File: config.mk
export PLATFORM = sky130hd
export DESIGN_NAME = lbp_engine
export DESIGN_NICKNAME = d
export VERILOG_FILES = /design/src/rtl/lbp_engine.sv
export SDC_FILE = /design/constraint.sdc
export NUM_CORES = 1
export LEC_CHECK = 0
export CORE_ASPECT_RATIO = 0.9
export CORE_UTILIZATION = 55
export CTS_CLUSTER_DIAMETER = 50
export DETAILED_ROUTE_END_ITERATION = 8
export PLACE_DENSITY = 0.74
export SYNTH_ARGS = -nofsm -noshare
export SYNTH_HDL_FRONTEND = slang
export SYNTH_SLANG_ARGS = --single-unit
File: constraint.sdc
create_clock -name clk -period 15.9 [get_ports clk]
set_input_delay 4.77 -clock clk [delete_from_list [all_inputs] [get_ports clk]]
set_output_delay 4.77 -clock clk [all_outputs]
set_load 0.005 [all_outputs]
File: src/rtl/lbp_engine.sv
// 3x3 local-binary-pattern engine: reads a gray frame through a 1-cycle-latency read port and
// writes one 8-bit code per interior pixel. Define LBP_BORDER_EN to zero-fill border codes first.
module lbp_engine #(
    parameter int unsigned IMG_W = 128,
    parameter int unsigned IMG_H = 128,
    parameter int unsigned PIX_W = 8,
    parameter int unsigned AW    = $clog2(IMG_W * IMG_H)
) (
    input  logic             clk,
    input  logic             reset,
    input  logic             start,
    output logic             gray_req,
    output logic [AW-1:0]    gray_addr,
    input  logic [PIX_W-1:0] gray_data,
    output logic             lbp_write,
    output logic [AW-1:0]    lbp_addr,
    output logic [7:0]       lbp_data,
    output logic             busy,
    output logic             finish
);

`ifdef LBP_BORDER_EN
    typedef enum logic [2:0] {StIdle, StBorder, StLoad, StSlide, StCalc, StWrite, StDone} state_e;

    localparam int unsigned BorderN = 2 * IMG_W + 2 * (IMG_H - 2);

    // Border order: top row, bottom row, left column, right column.
    function automatic logic [AW-1:0] border_addr(input int unsigned i);
        int unsigned a;
        if (i < IMG_W) a = i;
        else if (i < 2 * IMG_W) a = (IMG_H - 1) * IMG_W + i - IMG_W;
        else if (i < 2 * IMG_W + IMG_H - 2) a = (i - 2 * IMG_W + 1) * IMG_W;
        else a = (i - 2 * IMG_W - (IMG_H - 2) + 1) * IMG_W + IMG_W - 1;
        return AW'(a);
    endfunction

    int unsigned bcnt_q;
`else
    typedef enum logic [2:0] {StIdle, StLoad, StSlide, StCalc, StWrite, StDone} state_e;
`endif

    localparam logic [AW-1:0] One = AW'(1);

    // Window slot s is column s/3 (left, centre, right), row s%3 (y-1..y+1).
    function automatic logic [AW-1:0] win_addr(input logic [AW-1:0] xc, input logic [AW-1:0] yc,
                                               input logic [3:0] slot);
        int unsigned col, row;
        col = 32'(slot) / 3;
        row = 32'(slot) % 3;
        return AW'((32'(yc) + row - 32'd1) * IMG_W + 32'(xc) + col - 32'd1);
    endfunction

    state_e           state_q;
    logic [AW-1:0]    x_q, y_q;
    logic [3:0]       slot_q;
    logic             cap_en_q;
    logic [3:0]       cap_slot_q;
    logic [PIX_W-1:0] win_q [9];
    logic [PIX_W-1:0] ctr;
    logic [7:0]       code;

    // The last read (bottom-right) is still on gray_data when the code is formed.
    always_comb begin
        ctr     = win_q[4];
        code[0] = (win_q[0] >= ctr);
        code[1] = (win_q[3] >= ctr);
        code[2] = (win_q[6] >= ctr);
        code[3] = (win_q[1] >= ctr);
        code[4] = (win_q[7] >= ctr);
        code[5] = (win_q[2] >= ctr);
        code[6] = (win_q[5] >= ctr);
        code[7] = (gray_data >= ctr);
    end

    always_ff @(posedge clk or negedge reset) begin
        if (!reset) begin
            state_q    <= StIdle;
            gray_req   <= 1'b0;
            gray_addr  <= '0;
            lbp_write  <= 1'b0;
            lbp_addr   <= '0;
            lbp_data   <= '0;
            busy       <= 1'b0;
            finish     <= 1'b0;
            x_q        <= One;
            y_q        <= One;
            slot_q     <= '0;
            cap_en_q   <= 1'b0;
            cap_slot_q <= '0;
            for (int i = 0; i < 9; i++) win_q[i] <= '0;
`ifdef LBP_BORDER_EN
            bcnt_q     <= '0;
`endif
        end else begin
            cap_en_q   <= gray_req;
            cap_slot_q <= slot_q;
            if (cap_en_q) win_q[cap_slot_q] <= gray_data;

            case (state_q)
                StIdle, StDone: begin
                    if (start) begin
                        busy   <= 1'b1;
                        finish <= 1'b0;
                        x_q    <= One;
                        y_q    <= One;
`ifdef LBP_BORDER_EN
                        state_q   <= StBorder;
                        lbp_write <= 1'b1;
                        lbp_addr  <= border_addr(0);
                        lbp_data  <= '0;
                        bcnt_q    <= 1;
`else
                        state_q   <= StLoad;
                        gray_req  <= 1'b1;
                        gray_addr <= win_addr(One, One, 4'd0);
                        slot_q    <= 4'd0;
`endif
                    end
                end
`ifdef LBP_BORDER_EN
                StBorder: begin
                    if (bcnt_q < BorderN) begin
                        lbp_addr <= border_addr(bcnt_q);
                        bcnt_q   <= bcnt_q + 1;
                    end else begin
                        lbp_write <= 1'b0;
                        state_q   <= StLoad;
                        gray_req  <= 1'b1;
                        gray_addr <= win_addr(x_q, y_q, 4'd0);
                        slot_q    <= 4'd0;
                    end
                end
`endif
                StLoad, StSlide: begin
                    if (slot_q != 4'd8) begin
                        slot_q    <= slot_q + 4'd1;
                        gray_addr <= win_addr(x_q, y_q, slot_q + 4'd1);
                    end else begin
                        gray_req <= 1'b0;
                        state_q  <= StCalc;
                    end
                end
                StCalc: begin
                    lbp_write <= 1'b1;
                    lbp_addr  <= AW'(32'(y_q) * IMG_W + 32'(x_q));
                    lbp_data  <= code;
                    state_q   <= StWrite;
                end
                StWrite: begin
                    lbp_write <= 1'b0;
                    if (32'(x_q) < IMG_W - 2) begin
                        x_q <= x_q + One;
                        for (int i = 0; i < 6; i++) win_q[i] <= win_q[i + 3];
                        state_q   <= StSlide;
                        gray_req  <= 1'b1;
                        slot_q    <= 4'd6;
                        gray_addr <= win_addr(x_q + One, y_q, 4'd6);
                    end else if (32'(y_q) < IMG_H - 2) begin
                        x_q       <= One;
                        y_q       <= y_q + One;
                        state_q   <= StLoad;
                        gray_req  <= 1'b1;
                        slot_q    <= 4'd0;
                        gray_addr <= win_addr(One, y_q + One, 4'd0);
                    end else begin
                        state_q <= StDone;
                        busy    <= 1'b0;
                        finish  <= 1'b1;
                    end
                end
                default: state_q <= StIdle;
            endcase
        end
    end

endmodule
=== Word level (Yosys, flattened, before mapping) ===
Cells that the tools add are included.
W data, S select, Z words.

* Add/subtract/negate cells: 16
* $lt $le $gt $ge: 12
* Reduce and logical (&&, ||, !) cells: 13
* Eq/ne operators: 13
* Muxes and demuxes: 41
* Bitwise gates (word level): 1
* Divide/modulo/power cells: 2

{| class="wikitable"
|+ Operator list
! operator !! count
|-
| $mux W14 || 9
|-
| $mux W48 || 2
|-
| $bwmux W72 || 1
|-
| $mux W72 || 1
|-
| $ge A8 B8 Y1 || 8
|-
| $add A14 B14 Y14 || 4
|-
| $pmux W14 S2 || 2
|-
| $pmux W14 S3 || 1
|-
| $demux W8 S4 || 1
|-
| $div A4 B2 Y32 const B || 1
|-
| $mod A4 B2 Y32 const B || 1
|-
| $add A14 B1 Y14 const B || 2
|-
| $lt A14 B7 Y1 const B || 2
|-
| $sub A14 B2 Y14 const B || 2
|-
| $sub A7 B1 Y7 const B || 3
|-
| $mux W4 || 4
|-
| $reduce_and A4 Y1 || 4
|-
| $add A14 B2 Y14 const B || 1
|-
| $add A14 B3 Y14 const B || 1
|-
| $sub A14 B1 Y14 const B || 1
|-
| $mux W3 || 4
|-
| $ne A2 B2 Y1 const B || 6
|-
| $pmux W3 S4 || 1
|-
| $pmux W4 S3 || 1
|-
| other kinds (21) || 35
|}

* Input port bits: 11
* Register bits after elaboration: 152
* Logic and storage cells: 120
* Output and inout port bits: 40

=== Depth between registers and ports, before layout ===
Gate-level depths: netlist of the first run.

* Depth in word-level cells: 9
* Gate-level depth with buffers: 32

=== Worst setup path after synthesis of the first run ===
OpenSTA, ideal clock, no wires.

* Kind: in2reg
* Start: input gray_data[0]
* End: register lbp_data[7]
* Setup time: 0.126 ns
* Setup slack: 9.666 ns
* Data arrival time: 6.109 ns
* Path buffers: 0
* Stages: 10
* Path through: inv_1 -> ha_1 -> nand2b_1 -> a21o_1 -> a21o_1 -> a21o_1 -> a21oi_1 -> nor2b_1 -> o21ai_0 -> a21oi_1

* Longest elaborated chain between the ends: 1

{| class="wikitable"
|+ RTL lines
! what !! line !! text
|-
| start: declaration || 14 || <nowiki>input logic [PIX_W-1:0] gray_data,</nowiki>
|-
| $ge A8 B8 Y1 || 72 || <nowiki>code[7] = (gray_data >= ctr);</nowiki>
|-
| end signal: assignment || 146 || <nowiki>lbp_data <= code;</nowiki>
|-
| end: declaration || 17 || <nowiki>output logic [7:0] lbp_data,</nowiki>
|}

Every way passes these cells.
A chain may end at the register's enable or synchronous reset.

=== Final worst setup path of the first run ===
* Start: register slot_q[0]
* End: register gray_addr[13]

* Longest elaborated chain between the ends: 9
* Elaborated cells between the ends (all ways): 13

{| class="wikitable"
|+ RTL lines
! what !! line !! text
|-
| start: declaration || 55 || <nowiki>logic [3:0] slot_q;</nowiki>
|-
| start signal: assignment || 136 || <nowiki>slot_q <= slot_q + 4'd1;</nowiki>
|-
| $add A4 B1 Y4 || 137 || <nowiki>gray_addr <= win_addr(x_q, y_q, slot_q + 4'd1);</nowiki>
|-
| $mod A4 B2 Y32 || 49 || <nowiki>row = 32'(slot) % 3;</nowiki>
|-
| $add A7 B7 Y7 || 50 || <nowiki>return AW'((32'(yc) + row - 32'd1) * IMG_W + 32'(xc) + col - 32'd1);</nowiki>
|-
| $sub A7 B1 Y7 || 50 ||
|-
| $add A14 B14 Y14 (2 in series) || 50 ||
|-
| $sub A14 B1 Y14 || 50 ||
|-
| $mux W14 || 135 || <nowiki>if (slot_q != 4'd8) begin</nowiki>
|-
| $pmux W14 S3 || 99 || <nowiki>case (state_q)</nowiki>
|-
| end signal: assignment || 115 || <nowiki>gray_addr <= win_addr(One, One, 4'd0);</nowiki>
|-
| end signal: assignment || 137 ||
|-
| end signal: assignment || 157 || <nowiki>gray_addr <= win_addr(x_q + One, y_q, 4'd6);</nowiki>
|-
| end: declaration || 13 || <nowiki>output logic [AW-1:0] gray_addr,</nowiki>
|}

Several ways; a longest one is shown, not always the timed one. The select of a mux whose other input is x is not followed.

==> impl_results.md, run 1 <==
* Status: finished clean
* Syn Nets at 1,305
* CP max stage cell: dfrtp_1
* Post-synth EDFFs at 0
* CTS Buf Count at 17
* Average cell area after synthesis at 9.25 um^2
* Slowest stage delay, CP at between 0.5 and 0.6 ns
* Worst R2R End: gray_addr[13]
* RSZ-0062 raised after global routing: false
* FP Rows at 47
* Root buffer cell: clkbuf_16
* Worst Path Max Fanout at 13
* YS warnings at 0
* Worst-skew pair later-pin latency at roughly 0.43 ns
* Hold Crit Class: reg -> reg
* Seq cells post-synth at 152
* PortBufs at 50
* N_diodes at 0
* Worst Setup End Kind: flip-flop
* First DRT Iteration DRCs at ~540
* Post-synthesis sequential area ratio at between 30% and 40%
* Reg-to-reg critical path startpoint: slot_q[0]
* Maximum root-to-sink buffer count at 2
* TNS Setup at 0 ns
* Initial Util at a little under three fifths
* Skew final at about 0.012 ns
* WL final at ~25,000 um
* Worst Setup SP: slot_q[0]
* Async SR Flop Fraction at 100%
* Syn Std Cell Area at 10,600 um^2
* Primary FF master, synth: dfrtp_1
* Slew @ Worst Pin at around 1.2 ns
* Slew HR at 18.1%
* Final worst path period need at approximately 7 ns
* H-tree depth at 4
* Most frequent cells in the layout: 150 x dfrtp_1, 134 x ha_1, 128 x o21ai_0, 114 x nand2_1, 76 x inv_1
* Req. time, crit path at 16.17 ns
* R2r setup slk at about 9.0 ns
* Vias at 8,504
* Fillers at between 1.5k and 2k
* Post-DP HPWL at 17,900 um
* Crit Path Class: reg -> reg
* Max-Cap Viols at 0
* Fmax at about 0.14 GHz
* CTS-repair resized insts at 0
* Nets at between 1k and 1.5k
* Hold_buf cts at 0
* Crit path DAT at just over 7 ns
* Synth cell types at slightly below 70
* CP endpoint: gray_addr[13]
* Detail Route Antenna Nets at 0
* Critical Path Most Common Cell: ha_1
* Die H at 134 um
* # Post-CTS Setup Buffers at 0
* Final worst path period share at between 40% and 50%
* Vias in the first global route at 8,094
* TritonCTS clock tree: built
* Clk sinks at approximately 150
* Initial antenna violation count at 0
* Overflow after GRT at 0
* DIE AREA at 19,900 um^2
* Die width at roughly 150 um
* First-pass GRT wire length at about 42,000 um
* Vias/cell at 5.96
* Cells after Synth at roughly 1.2k
* Remaining DRCs at 0
* CP Launch Type: flip-flop
* Worst-path clk slew at 0.07 ns
* CORE AREA at 18,700 um^2
* Max Transition Viols Final at 0
* Avg WL per Cell at ~18 um
* First-pass detailed-route iteration total at 6
* R2r worst-path depth at 29
* Synthesis-to-layout area growth at 11.8%
* Commonest non-fill, non-tap cell in the layout: dfrtp_1
* Num ports at 51
* RD Place Congestion at ~0.93
* Pin count of the biggest net entering global routing at around 110
* Fraction of layout cells with a size suffix above 1 at roughly 6%
* Final setup vio count at 0
* Count of final hold-check violations at 0
* GR Util All Layers at 27.0%
[worst max-delay path, delay by kind of cell (launching register included)]
kind,cells,cell delay [ns]
DFF,1,0.57
buffers and inverters,4,0.35
AOI/OAI and AO/OA,9,1.72
adders and majority gates,9,2.83
muxes,1,0.24
xor gates and xnor gates,3,0.57
and+or+nand+nor,3,0.49
[metrics by stage]
step	cell area [um^2]	cells	hold WS (ns)	setup slack (ns)	utilization, %
after floorplan	10600	1151	0.349	9.67	-
after global placement	11300	1395	0.449	8.97	60.3
after detailed placement	11300	1395	0.465	8.85	60.3
after CTS	11900	1427	0.482	9.06	63.6
after global routing	11900	1427	0.500	8.50	63.6
final	11900	1427	0.476	8.96	63.6
[cell families (layout without fill, tap and decap cells)]
| family | after synthesis | after routing | share of synthesized area [%] |
|---|---|---|---|
| AND/OR/NAND/NOR | 300 | 300 | 13.6 |
| buffers and inverters | 132 | 163 | 4.85 |
| AO/OA/AOI/OAI | 295 | 295 | 16.7 |
| flip-flops | 152 | 152 | 35.7 |
| multiplexers | 70 | 70 | 6.83 |
| adder cells (fa/ha/maj) | 143 | 143 | 17.4 |
| XOR/XNOR | 59 | 59 | 4.85 |
[cells in the mapped netlist (all sizes together), types with 17 or more instances]
cell,number,area [um^2]
dfrtp,150,3750
ha,134,1680
o21ai,131,656
nand2,114,428
inv,77,289
a21oi,61,305
nor2,52,195
mux2i,49,490
xnor2,44,385
a21o,36,270
clkbuf,29,109
buf,26,119
mux2,21,236
nor3,20,100
nand3,19,95.1
nand2b,17,106
nor2b,17,106
[layer usage]
layer  wire length (um)  track usage (%)
met3               1570             4.76
met1              12500             40.6
met5                  0                0
met4                276             5.96
met2              11100             40.2
[cell type report]
| cell class | instances | area (um^2) | share of cell area, % |
|---|---|---|---|
| repair buffers | 54 | 532 | 4.47 |
| inverters | 77 | 289 | 2.43 |
| well taps | 245 | 307 | 2.58 |
| clock buffers | 18 | 429 | 3.61 |
| clock inverters | 14 | 195 | 1.64 |
| flip-flops and latches | 152 | 3810 | 32.0 |
| multi-input cells | 867 | 6340 | 53.3 |
[worst min-delay path by stage]
stage / to / slack, ns / cells after the start
final: win_q[29] / 0.48 / 2
after global routing: win_q[25] / 0.50 / 2
after CTS: win_q[26] / 0.48 / 2
after detailed placement: win_q[30] / 0.47 / 2
after global placement: win_q[30] / 0.45 / 2
after floorplan: cap_slot_q[2] / 0.35 / 0
Power of run 1 is not shown: default switching activity piles up to over one toggle a cycle in this logic, so the estimate is an artifact.
==> inputs of run 2 (changes only) <==
Clock period 15.9 ns to 6.9 ns, I/O delays scaled along.
==> impl_results.md, run 2 (same netlist as run 1, synthesis figures left out) <==
* Pin count of the biggest net entering global routing at 113 (-0.88%)
* Hold_buf cts at 0 (unchanged)
* CTS-repair resized insts at 0 (unchanged)
* Fin util at 63.6% (-0.074 points)
* Fmax at 0.155 GHz (+7.9%)
* Detail Route Antenna Nets at 0 (unchanged)
* PortBufs at 50 (unchanged)
* Sequential standard cell area at 3810 um^2 (unchanged)
* First-pass detailed-route iteration total at 5 (-1)
* Vias at 8,360 (-1.7%)
* Vias/cell at 5.85 (-1.8%)
* Fraction of layout cells with a size suffix above 1 at 6.17% (+0.25 points)
* Maximum root-to-sink buffer count at 2 (unchanged)
* Final worst path period need at 6.43 ns (-0.507 ns)
* Final worst slack at 0.468 ns (-8.49 ns)
* Die width at 149 um (unchanged)
* Slowest stage delay, CP at 0.48 ns (-0.09 ns)
* Root buffer cell: clkbuf_16
* Final worst path period share at 93.2% (+50 points)
* TritonCTS clock tree: built
* RD Place Congestion at 0.897 (-3.2%)
* Overflow after GRT at 0 (unchanged)
* Num ports at 51 (unchanged)
* Count of final hold-check violations at 0 (unchanged)
* Slew HR at 20.5% (+2.4 points)
* Final setup vio count at 0 (unchanged)
* H-tree depth at 4 (unchanged)
* Commonest non-fill, non-tap cell in the layout: dfrtp_1
* Remaining DRCs at 0 (unchanged)
* Avg WL per Cell at 17.4 um (-2.6%)
* TNS Setup at 0 ns (unchanged)
* Synthesis-to-layout area growth at 11.6%
* CP Launch Type: flip-flop
* Status: finished clean
* Worst-path clk slew at 0.06 ns (about the same)
* Post-DP HPWL at 17,700 um (-1.1%)
* FP Rows at 47 (unchanged)
* Initial antenna violation count at 0 (unchanged)
* First DRT Iteration DRCs at 582 (+7.4%)
* Skew final at 0.0125 ns (+0.000490 ns)
* N_diodes at 0 (unchanged)
* CORE AREA at 18,700 um^2 (unchanged)
* Most frequent cells in the layout: 150 x dfrtp_1, 133 x ha_1, 128 x o21ai_0, 114 x nand2_1, 76 x inv_1
* Crit path DAT at 6.71 ns (-0.50 ns)
* Fillers at 1,527 (-1.4%)
* WL final at 24,800 um (-2.6%)
* Max Transition Viols Final at 0 (unchanged)
* Worst Path Max Fanout at 13 (unchanged)
* Critical Path Most Common Cell: ha_1
* Final hold slack at 0.476 ns (+0.000249 ns)
* Req. time, crit path at 7.18 ns (-8.99 ns)
* CTS Buf Count at 17 (unchanged)
* Die H at 134 um (unchanged)
* First-pass GRT wire length at 41,100 um (-2.3%)
* Initial Util at 56.9% (unchanged)
* Post-place setup slack at 0.213 ns (-8.64 ns)
* Clk sinks at 152 (unchanged)
* # Post-CTS Setup Buffers at 0 (unchanged)
* CP max stage cell: fa_1
* Worst Setup End Kind: flip-flop
* Max-Cap Viols at 0 (unchanged)
* Hold Crit Class: reg -> reg
* Multi-input logic area at 6370 um^2 (+0.37%)
* Crit Path Class: reg -> reg
* GR Util All Layers at 26.3% (-0.72 points)
* Worst-skew pair later-pin latency at 0.43 ns (about the same)
* RSZ-0062 raised after global routing: false
* Vias in the first global route at 8,012 (-1.0%)
* DIE AREA at 19,900 um^2 (unchanged)
* Slew @ Worst Pin at 1.19 ns (-0.0361 ns)
* Nets at 1,325 (+0.15%)
## run 2: per-stage QoR
stage          cells  cell area [um^2]
2_1_floorplan   1151             10600
3_3_place_gp    1397             11300
5_1_grt         1428             11900
3_5_place_dp    1397             11300
4_1_cts         1428             11900
6_report        1428             11900
## run 2: critical path: cells and delay by family (launching register included)
kind / cells / cell delay, ns
xor+xnor: 3 / 0.55
compound gates: 9 / 1.53
simple gates: 3 / 0.56
buf+inv: 4 / 0.35
fa+ha+maj: 9 / 2.59
mux: 1 / 0.22
flops: 1 / 0.47
## run 2: routing by layer
| metal | GRT usage [%] | vias up | part of all wire [%] |
|---|---|---|---|
| met5 | 0 | - | 0 |
| met4 | 7.04 | 0 | 1.2 |
| met3 | 4.46 | 29 | 6.2 |
| met2 | 38.6 | 241 | 43 |
| met1 | 39.6 | 4027 | 49 |
| li1 | - | 4063 | - |
## run 2: cell type report
class | instances | area share (%)
Clock buffer | 20 | 3.76
Timing Repair Buffer | 56 | 4.60
Inverter | 77 | 2.43
Sequential cell | 152 | 32.0
Multi-Input combinational cell | 867 | 53.6
Clock inverter | 11 | 1.05
Tap cell | 245 | 2.58
## run 2: worst paths after layout
path	slack, ns	startpoint	end	cells past startpoint
worst max-delay path	0.47	slot_q[1]	gray_addr[13]	29
worst min-delay path	0.48	flip-flop	win_q[29]	2
worst max register to register	0.47	slot_q[1]	gray_addr[13]	29
worst min register to register	0.48	flip-flop	win_q[29]	2
max in group asynchronous	4.25	reset	gray_addr[5]	2
min in group asynchronous	1.48	reset	asynchronous set/reset pin	1
Power of run 2 is left out for the same reason.
